[config.mk]
export PLATFORM = sky130hd
export DESIGN_NAME = tff_bank_flat
export DESIGN_NICKNAME = d
export VERILOG_FILES = /design/src/rtl/tff_bank_if.sv /design/src/rtl/tff_bank.sv /design/src/flat_wrapper.sv
export SDC_FILE = /design/constraint.sdc
export NUM_CORES = 1
export LEC_CHECK = 0
export CAP_MARGIN = 20
export CORE_MARGIN = 1
export CORE_UTILIZATION = 50
export CTS_CLUSTER_DIAMETER = 30
export DETAILED_ROUTE_END_ITERATION = 7
export DONT_BUFFER_PORTS = 1
export GPL_TIMING_DRIVEN = 1
export PLACE_DENSITY = 0.64
export SLEW_MARGIN = 5
export SYNTH_ARGS = -nofsm -noshare
export SYNTH_HDL_FRONTEND = slang
export SYNTH_SLANG_ARGS = --single-unit
[constraint.sdc]
create_clock -name clk -period 1.7 [get_ports clk]
set_input_delay 0.51 -clock clk [delete_from_list [all_inputs] [get_ports clk]]
set_output_delay 0.51 -clock clk [all_outputs]
set_load 0.05 [all_outputs]
[src/rtl/tff_bank_if.sv]
// Command port of tff_bank: valid/ready handshake carrying an opcode and a WIDTH-bit mask/value.
// The master drives the command and the slave (the bank) returns ready.
interface tff_bank_if #(
  parameter int unsigned WIDTH = 8
);
  logic             cmd_valid;
  logic             cmd_ready;
  logic [1:0]       cmd_op;
  logic [WIDTH-1:0] cmd_data;

  modport master (
    output cmd_valid,
    output cmd_op,
    output cmd_data,
    input  cmd_ready
  );

  modport slave (
    input  cmd_valid,
    input  cmd_op,
    input  cmd_data,
    output cmd_ready
  );
endinterface

[src/rtl/tff_bank.sv]
// Multi-channel toggle flip-flop bank with masked toggle/load/clear/pulse commands and a
// saturating toggle-event counter. Define TFF_BANK_PARITY_EN to add the registered q_par output.
module tff_bank #(
  parameter int unsigned      WIDTH   = 8,
  parameter int unsigned      CNT_W   = 4,
  parameter logic [WIDTH-1:0] RST_VAL = '0
) (
  input  logic             clk,
  input  logic             rst_n,
  tff_bank_if.slave        cmd,
  input  logic             cnt_clr,
  output logic [WIDTH-1:0] q,
`ifdef TFF_BANK_PARITY_EN
  output logic             q_par,
`endif
  output logic [CNT_W-1:0] tgl_cnt,
  output logic             busy
);

  typedef enum logic [1:0] {
    OpToggle = 2'b00,
    OpLoad   = 2'b01,
    OpClear  = 2'b10,
    OpPulse  = 2'b11
  } op_e;

  typedef enum logic [0:0] {
    StIdle,
    StPulse
  } state_e;

  localparam logic [CNT_W-1:0] CntMax = {CNT_W{1'b1}};

  state_e           state_q, state_d;
  logic [WIDTH-1:0] q_q, q_d;
  logic [WIDTH-1:0] pulse_mask_q, pulse_mask_d;
  logic [CNT_W-1:0] cnt_q, cnt_d;
  logic             accept;
  logic             cnt_inc;
  op_e              op;

  assign op = op_e'(cmd.cmd_op);

  // Handshake outputs decode the state only, so there is no comb path from the inputs.
  assign cmd.cmd_ready = (state_q == StIdle);
  assign busy          = (state_q == StPulse);
  assign accept        = cmd.cmd_valid & cmd.cmd_ready;

  always_comb begin
    state_d      = state_q;
    q_d          = q_q;
    pulse_mask_d = pulse_mask_q;
    cnt_inc      = 1'b0;
    unique case (state_q)
      StIdle: begin
        if (accept) begin
          unique case (op)
            OpToggle: begin
              q_d     = q_q ^ cmd.cmd_data;
              cnt_inc = |cmd.cmd_data;
            end
            OpLoad:  q_d = cmd.cmd_data;
            OpClear: q_d = q_q & ~cmd.cmd_data;
            OpPulse: begin
              q_d          = q_q ^ cmd.cmd_data;
              pulse_mask_d = cmd.cmd_data;
              cnt_inc      = |cmd.cmd_data;
              state_d      = StPulse;
            end
            default: ;
          endcase
        end
      end
      StPulse: begin
        // Restore edge: undo the pulse; not counted as a toggle event.
        q_d     = q_q ^ pulse_mask_q;
        state_d = StIdle;
      end
      default: state_d = StIdle;
    endcase
  end

  // Clear has priority over a same-cycle increment.
  always_comb begin
    cnt_d = cnt_q;
    if (cnt_clr) begin
      cnt_d = '0;
    end else if (cnt_inc && (cnt_q != CntMax)) begin
      cnt_d = cnt_q + 1'b1;
    end
  end

  always_ff @(posedge clk or negedge rst_n) begin
    if (!rst_n) begin
      state_q      <= StIdle;
      q_q          <= RST_VAL;
      pulse_mask_q <= '0;
      cnt_q        <= '0;
    end else begin
      state_q      <= state_d;
      q_q          <= q_d;
      pulse_mask_q <= pulse_mask_d;
      cnt_q        <= cnt_d;
    end
  end

  assign q       = q_q;
  assign tgl_cnt = cnt_q;

`ifdef TFF_BANK_PARITY_EN
  logic par_q;

  always_ff @(posedge clk or negedge rst_n) begin
    if (!rst_n) begin
      par_q <= ^RST_VAL;
    end else begin
      par_q <= ^q_d;
    end
  end

  assign q_par = par_q;
`endif

endmodule

[src/flat_wrapper.sv]
// flat-port wrapper written by rule: the top's interface ports become plain ports
module tff_bank_flat 
#(
  parameter int unsigned      WIDTH   = 8,
  parameter int unsigned      CNT_W   = 4,
  parameter logic [WIDTH-1:0] RST_VAL = '0
)
  (clk, rst_n, cnt_clr, q, tgl_cnt, busy, cmd_cmd_valid, cmd_cmd_op, cmd_cmd_data, cmd_cmd_ready);
  tff_bank_if #(.WIDTH(WIDTH)) cmd_i ();
  input  logic clk;
  input  logic rst_n;
  input  logic cnt_clr;
  output logic [WIDTH-1:0] q;
  output logic [CNT_W-1:0] tgl_cnt;
  output logic busy;
  input wire logic [$bits(cmd_i.cmd_valid)-1:0] cmd_cmd_valid;
  input wire logic [$bits(cmd_i.cmd_op)-1:0] cmd_cmd_op;
  input wire logic [$bits(cmd_i.cmd_data)-1:0] cmd_cmd_data;
  output wire logic [$bits(cmd_i.cmd_ready)-1:0] cmd_cmd_ready;
  assign cmd_i.cmd_valid = cmd_cmd_valid;
  assign cmd_i.cmd_op = cmd_cmd_op;
  assign cmd_i.cmd_data = cmd_cmd_data;
  assign cmd_cmd_ready = cmd_i.cmd_ready;
  tff_bank #(.WIDTH(WIDTH), .CNT_W(CNT_W), .RST_VAL(RST_VAL)) u_core (.clk(clk), .rst_n(rst_n), .cmd(cmd_i), .cnt_clr(cnt_clr), .q(q), .tgl_cnt(tgl_cnt), .busy(busy));
endmodule
After elaboration in Yosys (flattened, before gate mapping)

Index checks and enable logic that the tools add are counted.
Widths: inputs -> output; s select.

$lt $le $gt $ge: 0
Shift operators: 0
Div/mod/pow operators: 0
Bitwise logic cells: 6
Muxes and demuxes: 11
Add/sub/neg operators: 1
$mul: 0
Eq/ne operators: 5
Reduce and logical (&&, ||, !) cells: 6

Operator list:

| operator            | number |
|---|---|
| $pmux 8 s3          | 1 |
| $pmux 8 s2          | 1 |
| $xor 8x8->8         | 2 |
| $and 8x8->8         | 1 |
| $mux 4              | 2 |
| $mux 8              | 1 |
| $not 8->8           | 1 |
| $reduce_or 8->1     | 1 |
| $mux 1              | 5 |
| $add 4x1->4 const B | 1 |
| $eq 2x2->1 const B  | 2 |
| $ne 4x4->1 const B  | 1 |
| $reduce_and 3->1    | 1 |
| $eq 2x1->1 const B  | 1 |
| $logic_not 2->1     | 1 |
| $ne 2x2->1 const B  | 1 |
| $pmux 1 s2          | 1 |
| $reduce_bool 2->1   | 1 |
| $reduce_or 2->1     | 1 |
| $and 1x1->1         | 1 |
| $logic_and 1x1->1   | 1 |
| $not 1->1           | 1 |

Latch bits: 0
Flip-flop bits (word level): 21
Bits in read-only memories: 0
Output and inout port bits: 14
Input bits: 14
Word-level logic and storage cells: 33
Memories kept: 0
Memory bits (writable): 0

Longest topological paths before layout

Gate-level depths: netlist (run 1).

Depth in word-level cells: 8
Depth in mapped cells: 7

Least setup slack after synthesis (run 1)

Ideal clock, no wire load.

Path kind: flip-flop to output port
Start point: register u_core.state_q, in the netlist u_core.busy
End point: output port cmd_cmd_ready
Buffers on the path: 2
Slack: -255 ps
Stages on the path, launching flop included: 4
Arrival time: 1445 ps
Required time: 1190 ps
Cells stage by stage: dfrtp_1 > buf_2 > clkbuf_1 > inv_1

Longest elaborated chain between the ends: 1

RTL lines:

| item                       | RTL line           | text |
|---|---|---|
| start: declaration         | tff_bank.sv:34     | `state_e state_q, state_d;` |
| start signal: assignment   | tff_bank.sv:95     | `state_q <= StIdle;` |
| start signal: assignment   | tff_bank.sv:100    | `state_q <= state_d;` |
| $not 1->1 (no source line) | --                 |  |
| end: declaration           | flat_wrapper.sv:19 | `output wire logic [$bits(cmd_i.cmd_ready)-1:0] cmd_cmd_ready;` |

No other way between the ends.

Worst setup path in the final report (run 1)

Start point: register u_core.state_q, in the netlist u_core.busy
End point: output port busy

RTL lines:

| item             | RTL line           | text |
|---|---|---|
| end: declaration | flat_wrapper.sv:15 | `output logic busy;` |

No word-level cell between the ends.

==> flow_metrics.env, run 1 <==
export IMPL_outcome="completed"
export IMPL_tns_ps=0
export IMPL_post_synth_num_cell_types=22
export IMPL_gp_congestion=0.7254
export IMPL_min_from="cnt_clr"
export IMPL_antenna_left=0
export IMPL_syn_avg_cell_area_um2=8.674
export IMPL_path_clk_slew_ps=120
export IMPL_antenna_cells=0
export IMPL_crit_chain="buf_4"
export IMPL_die_y_um=52.84
export IMPL_p_leak_nw=0.6984
export IMPL_cp_data_arrival_time_ps=1090
export IMPL_ys_seq_area_share_pct=40.66
export IMPL_layout_drive_gt1_share_pct=17.28
export IMPL_ctsResizeCount=0
export IMPL_firstDrtPassIters=4
export IMPL_clock_fmax_ghz=0.6239
export IMPL_setup_viol=0
export IMPL_drv_slew=0
export IMPL_initial_core_util_pct=52.65
export IMPL_grt_pass1_wl_mm=4.830
export IMPL_timing_rr_start="u_core.tgl_cnt[0]"
export IMPL_cp_start_kind="register"
export IMPL_syn_num_nets=175
export IMPL_rsz0062_at_grt="no"
export IMPL_clock_latency_ps=330
export IMPL_clock_skew_ps=13.55
export IMPL_post_route_drc_count=0
export IMPL_cts_buffer_depth=2
export IMPL_viasPerCell=5.849
export IMPL_postCtsSetupBuffers=0
export IMPL_grt_pass1_vias=1131
export IMPL_numCtsBuffers=3
export IMPL_critPathCaptureType="primary output"
export IMPL_cp_max_fo=17
export IMPL_vias=1123
export IMPL_slew_headroom_pct=63.97
export IMPL_ys_warn_count=0
export IMPL_post_route_period_util_pct=94.28
export IMPL_ir_worst_vdd_mv=0.5910
export IMPL_port_buffers=0
export IMPL_cts_root_buf="clkbuf_4"
export IMPL_overflow=0
export IMPL_worstSetupStartpoint="u_core.busy"
export IMPL_worstMarginPinSlew_ps=540.5
export IMPL_htree_levels=1
export IMPL_hold_viol=0
export IMPL_critPathKind="register to primary output"
export IMPL_min_period_ps=1603
export IMPL_area_growth_pct=14.23
export IMPL_grt_max_degree=22
export IMPL_crit_buf_inv=1
export IMPL_drt_iter0_markers=26
export IMPL_hold_path_class="input pin to register"
export IMPL_antenna_found_initial=0
export IMPL_wl_per_cell_um=15.43
export IMPL_die_w_um=52.84
export IMPL_cp_slowest_cell="dfrtp_2"
export IMPL_syn_area_mm2=0.001292
export IMPL_syn_inst=149
export IMPL_power_density_mw_per_mm2=966.8
export IMPL_holdWs_ps=234.5
export IMPL_drt_wl_total_mm=2.962
export IMPL_ys_ff_latch=21
export IMPL_grt_usage_pct=23.82
export IMPL_worstPathRequired_ps=1190
export IMPL_ios=28
export IMPL_max_cap_violations=0
export IMPL_max_stage_delay_ps=440
export IMPL_nets=189
export IMPL_core_mm2=0.002455
export IMPL_tritoncts="built"
export IMPL_cts_sinks=21
export IMPL_hpwlAfterDp_mm=2.132
export IMPL_design_die_area_mm2=0.002792
export IMPL_fp_row_count=18
export IMPL_crit_family="flip-flops"
logic make-up (layout without fill, tap and decap cells):
| group | Yosys count | in the layout | share of synthesized area, % |
|---|---|---|---|
| flip-flops | 21 | 21 | 40.66 |
| AND/OR/NAND/NOR | 37 | 37 | 14.52 |
| adder cells (fa/ha/maj) | 12 | 12 | 11.62 |
| XOR/XNOR | 8 | 8 | 5.421 |
| multiplexers | 1 | 1 | 0.8712 |
| buffers and inverters | 21 | 34 | 6.195 |
| AO/OA/AOI/OAI | 49 | 49 | 20.72 |
flip-flops by register name (all words and copies together) (netlist names):
name                 count
u_core.q                 8
u_core.pulse_mask_q      8
u_core.busy              1
u_core.tgl_cnt           4
cells in the mapped netlist (all sizes together):
master	number	area [um^2]
nor2b	2	20.02
xnor2	8	70.07
inv	14	52.55
and2	1	6.260
or3	1	7.510
buf	1	5.000
nand2	18	67.56
dfrtp	21	525.5
nor2	1	3.750
nand3	10	55.05
a21oi	19	95.09
o31ai	1	7.510
a22oi	8	60.06
ha	12	150.1
o21ai	21	105.1
and3	1	7.510
clkbuf	6	22.52
or4	1	7.510
mux2	1	11.26
nor4	2	12.51
cell usage in the layout (no fill, tap or decap), drive strengths merged:
cell type / Yosys / final
o21ai: 21 / 21
dfrtp: 21 / 21
a21oi: 19 / 19
nand2: 18 / 18
buf: 1 / 15
inv: 14 / 14
ha: 12 / 12
nand3: 10 / 10
xnor2: 8 / 8
a22oi: 8 / 8
clkbuf: 6 / 3
nor4: 2 / 2
nor2b: 2 / 2
and3: 1 / 1
and2: 1 / 1
or3: 1 / 1
nor2: 1 / 1
mux2: 1 / 1
o31ai: 1 / 1
or4: 1 / 1
clkinv: 0 / 1
dlygate4sd3: 0 / 1
layout make-up:
cell class,count,area [um^2]
timing repair buffer,16,142.6
inverter,14,52.55
clock inverter,1,5.005
tap,30,37.54
multi-input combinational,107,686.9
clock buffer,3,22.52
sequential,21,529.3
fill,235,978.4
worst paths after layout:
check / to / slack (ps) / cells after the start
min in group asynchronous: u_core.pulse_mask_q[3] / 520 / 1
min: u_core.tgl_cnt[1] / 230 / 1
min reg2reg: u_core.pulse_mask_q[4] / 520 / 2
max reg2reg: u_core.tgl_cnt[3] / 120 / 5
max in group asynchronous: u_core.busy / 740 / 2
max: busy / 100 / 1
what timing repair did:
item                       CTS  global route
setup endpoints to repair    0             0
hold endpoints to repair    21             0
hold buffers                 1             0
metrics by stage:
stage          power, mW  worst slack (ps)  cell area, um^2  cells  utilization (%)
6_report           1.427             97.24             1476    192            60.14
3_5_place_dp       1.153             40.34             1411    186            57.49
2_1_floorplan      1.021            -39.62             1296    149                -
5_1_grt            1.509             11.32             1476    192            60.14
4_1_cts            1.419             103.4             1449    191            59.02
3_3_place_gp       1.132             88.35             1411    186            57.49
power by group:
part | switching, mW | internal [mW]
logic | 0.342 | 0.196
clock network | 0.176 | 0.0882
registers | 0.0495 | 0.575
metal layers:
metal	routed length, um	track usage [%]
met1	1329	29.26
met2	1442	41.14
met3	155	4.348
met4	35	8.333
met5	0	0
No activity file was read; power rests on OpenSTA's default activity.
==> run 2: changes to the inputs <==
--- a/config.mk
+++ b/config.mk
@@ -7,12 +7,13 @@
 export LEC_CHECK = 0
 export CAP_MARGIN = 20
 export CORE_MARGIN = 1
-export CORE_UTILIZATION = 50
+export CORE_UTILIZATION = 55
 export CTS_CLUSTER_DIAMETER = 30
 export DETAILED_ROUTE_END_ITERATION = 7
 export DONT_BUFFER_PORTS = 1
+export GPL_ROUTABILITY_DRIVEN = 0
 export GPL_TIMING_DRIVEN = 1
-export PLACE_DENSITY = 0.64
+export PLACE_DENSITY = 0.72
 export SLEW_MARGIN = 5
 export SYNTH_ARGS = -nofsm -noshare
 export SYNTH_HDL_FRONTEND = slang
==> constraint.sdc (replaced) <==
create_clock -name clk -period 1.3 [get_ports clk]
set_input_delay 0.39 -clock clk [delete_from_list [all_inputs] [get_ports clk]]
set_output_delay 0.39 -clock clk [all_outputs]
set_load 0.05 [all_outputs]
==> run 2 against run 1 <==
The run now ends with setup timing left. Global-route usage increased by 6.5 points. First-iteration DRC count increased by 50%. Total power increased by 43%. Sequential power increased by 34%. Largest cell class unchanged. Largest power group is now combinational logic.
==> flow_metrics.env, run 2 (same netlist as run 1, synthesis figures left out) <==
export IMPL_violations="setup timing"
export IMPL_initial_core_util_pct=58.43
export IMPL_overflow=0
export IMPL_final_cell_mix="18 x nand2_1, 16 x o21ai_0, 14 x buf_6"
export IMPL_min_period_ps=1465
export IMPL_cp_data_arrival_time_ps=1710
export IMPL_total_power_mw=2.038
export IMPL_antenna_found_initial=0
export IMPL_layout_drive_gt1_share_pct=37.93
export IMPL_antenna_cells=0
export IMPL_fp_row_count=17
export IMPL_p_leak_nw=0.8054
export IMPL_worstMarginPinSlew_ps=971.6
export IMPL_crit_family="simple AND/OR/NAND/NOR gates"
export IMPL_post_route_period_util_pct=112.7
export IMPL_critPathKind="register to register"
export IMPL_hold_viol=0
export IMPL_post_route_drc_count=0
export IMPL_cts_buffer_depth=2
export IMPL_antenna_left=0
export IMPL_final_common_cell="nand2_1"
export IMPL_outcome="finished with violations"
export IMPL_crit_chain="ha_4 -> nand3_4 -> nand3_4 -> or4_4 -> a21oi_2"
export IMPL_max_stage_delay_ps=450
export IMPL_crit_buf_inv=0
export IMPL_clock_latency_ps=320
export IMPL_hold_path_class="input pin to register"
export IMPL_die_w_um=50.48
export IMPL_path_clk_slew_ps=130
export IMPL_cp_start_kind="register"
export IMPL_cp_max_fo=5
export IMPL_setup_viol=20
export IMPL_r2r_slack_ps=-170
export IMPL_drt_iter0_markers=39
export IMPL_critPathCaptureType="register"
export IMPL_clock_skew_ps=3.396
export IMPL_rsz0062_at_grt="yes"
export IMPL_setup_ws_ps=-165.4
export IMPL_clock_fmax_ghz=0.6824
export IMPL_cp_common_cell="nand3_4"
export IMPL_max_cap_violations=0
export IMPL_cp_slowest_cell="dfrtp_2"
export IMPL_vias=1255
export IMPL_wl_per_cell_um=18.76
export IMPL_grt_usage_pct=30.28
export IMPL_htree_levels=1
export IMPL_numCtsBuffers=3
export IMPL_design_die_area_mm2=0.002548
export IMPL_hpwlAfterDp_mm=2.267
export IMPL_power_density_mw_per_mm2=1126
export IMPL_port_buffers=0
export IMPL_grt_pass1_wl_mm=5.547
export IMPL_slew_headroom_pct=35.23
export IMPL_dp_slack_ps=-219.7
export IMPL_firstDrtPassIters=4
export IMPL_drv_slew=0
export IMPL_grt_pass1_vias=1207
export IMPL_tritoncts="built"
export IMPL_area_growth_pct=40.08
export IMPL_viasPerCell=6.213
export IMPL_ios=28
export IMPL_grt_max_degree=22
export IMPL_nets=201
export IMPL_ir_worst_vdd_mv=0.9414
export IMPL_drt_wl_total_mm=3.789
export IMPL_die_y_um=50.48
export IMPL_cts_root_buf="clkbuf_4"
export IMPL_cts_sinks=21
export IMPL_worstPathRequired_ps=1550
export IMPL_core_mm2=0.002212
[run 2: routing by layer]
layer,routed length (um),GRT usage [%]
met1,1429,34.83
met2,1993,52.44
met3,262,5.455
met4,104,17.13
met5,0,0
[run 2: path summary, 6_finish.rpt]
kind | endpoint | depth (start not counted) | from
worst max-delay path | u_core.tgl_cnt[3] | 5 | u_core.tgl_cnt[1]
worst min-delay path | u_core.tgl_cnt[0] | 1 | cnt_clr
worst max register to register | u_core.tgl_cnt[3] | 5 | u_core.tgl_cnt[1]
worst min register to register | u_core.pulse_mask_q[5] | 2 | u_core.pulse_mask_q[5]
max in group asynchronous | u_core.tgl_cnt[0] | 1 | rst_n
min in group asynchronous | u_core.q[2] | 1 | rst_n
[run 2: power by group]
part	switching, mW	total [mW]	internal [mW]
logic	0.506	0.866	0.360
clock network	0.219	0.334	0.115
registers	0.0769	0.838	0.761
[run 2: cell type report]
type                       count  area (um^2)
fill                         133        401.6
tap                           28        35.03
timing repair buffer          28        357.8
inverter                      14        65.06
clock inverter                 1        5.005
sequential                    21        541.8
multi-input combinational    107        783.3
clock buffer                   3        22.52
[run 2: what timing repair did]
action	CTS	global route
endpoints found under the hold margin	21	0
resized for setup	22	25
gates cloned	2	0
pin swaps	0	6
endpoints found under the setup margin	17	44
buffers inserted	3	2
hold buffers	1	0
[run 2: worst reg2reg max path, stage by stage (launching register included)]
cell and delay (ps):
dfrtp_2 450, ha_4 180, nand3_4 90, nand3_4 90
or4_4 430, a21oi_2 160
[run 2: metrics by stage]
stage,hold slack [ps],instance area (um^2),TNS (ps),util (%),instances
after floorplan,94.41,1365,-787.0,-,149
after global routing,82.39,1810,-2235,81.84,202
after CTS,103.2,1723,-1870,77.88,200
after detailed placement,94.83,1515,-1697,68.50,190
final,108.6,1810,-1347,81.84,202
after global placement,94.88,1515,-1295,68.50,190
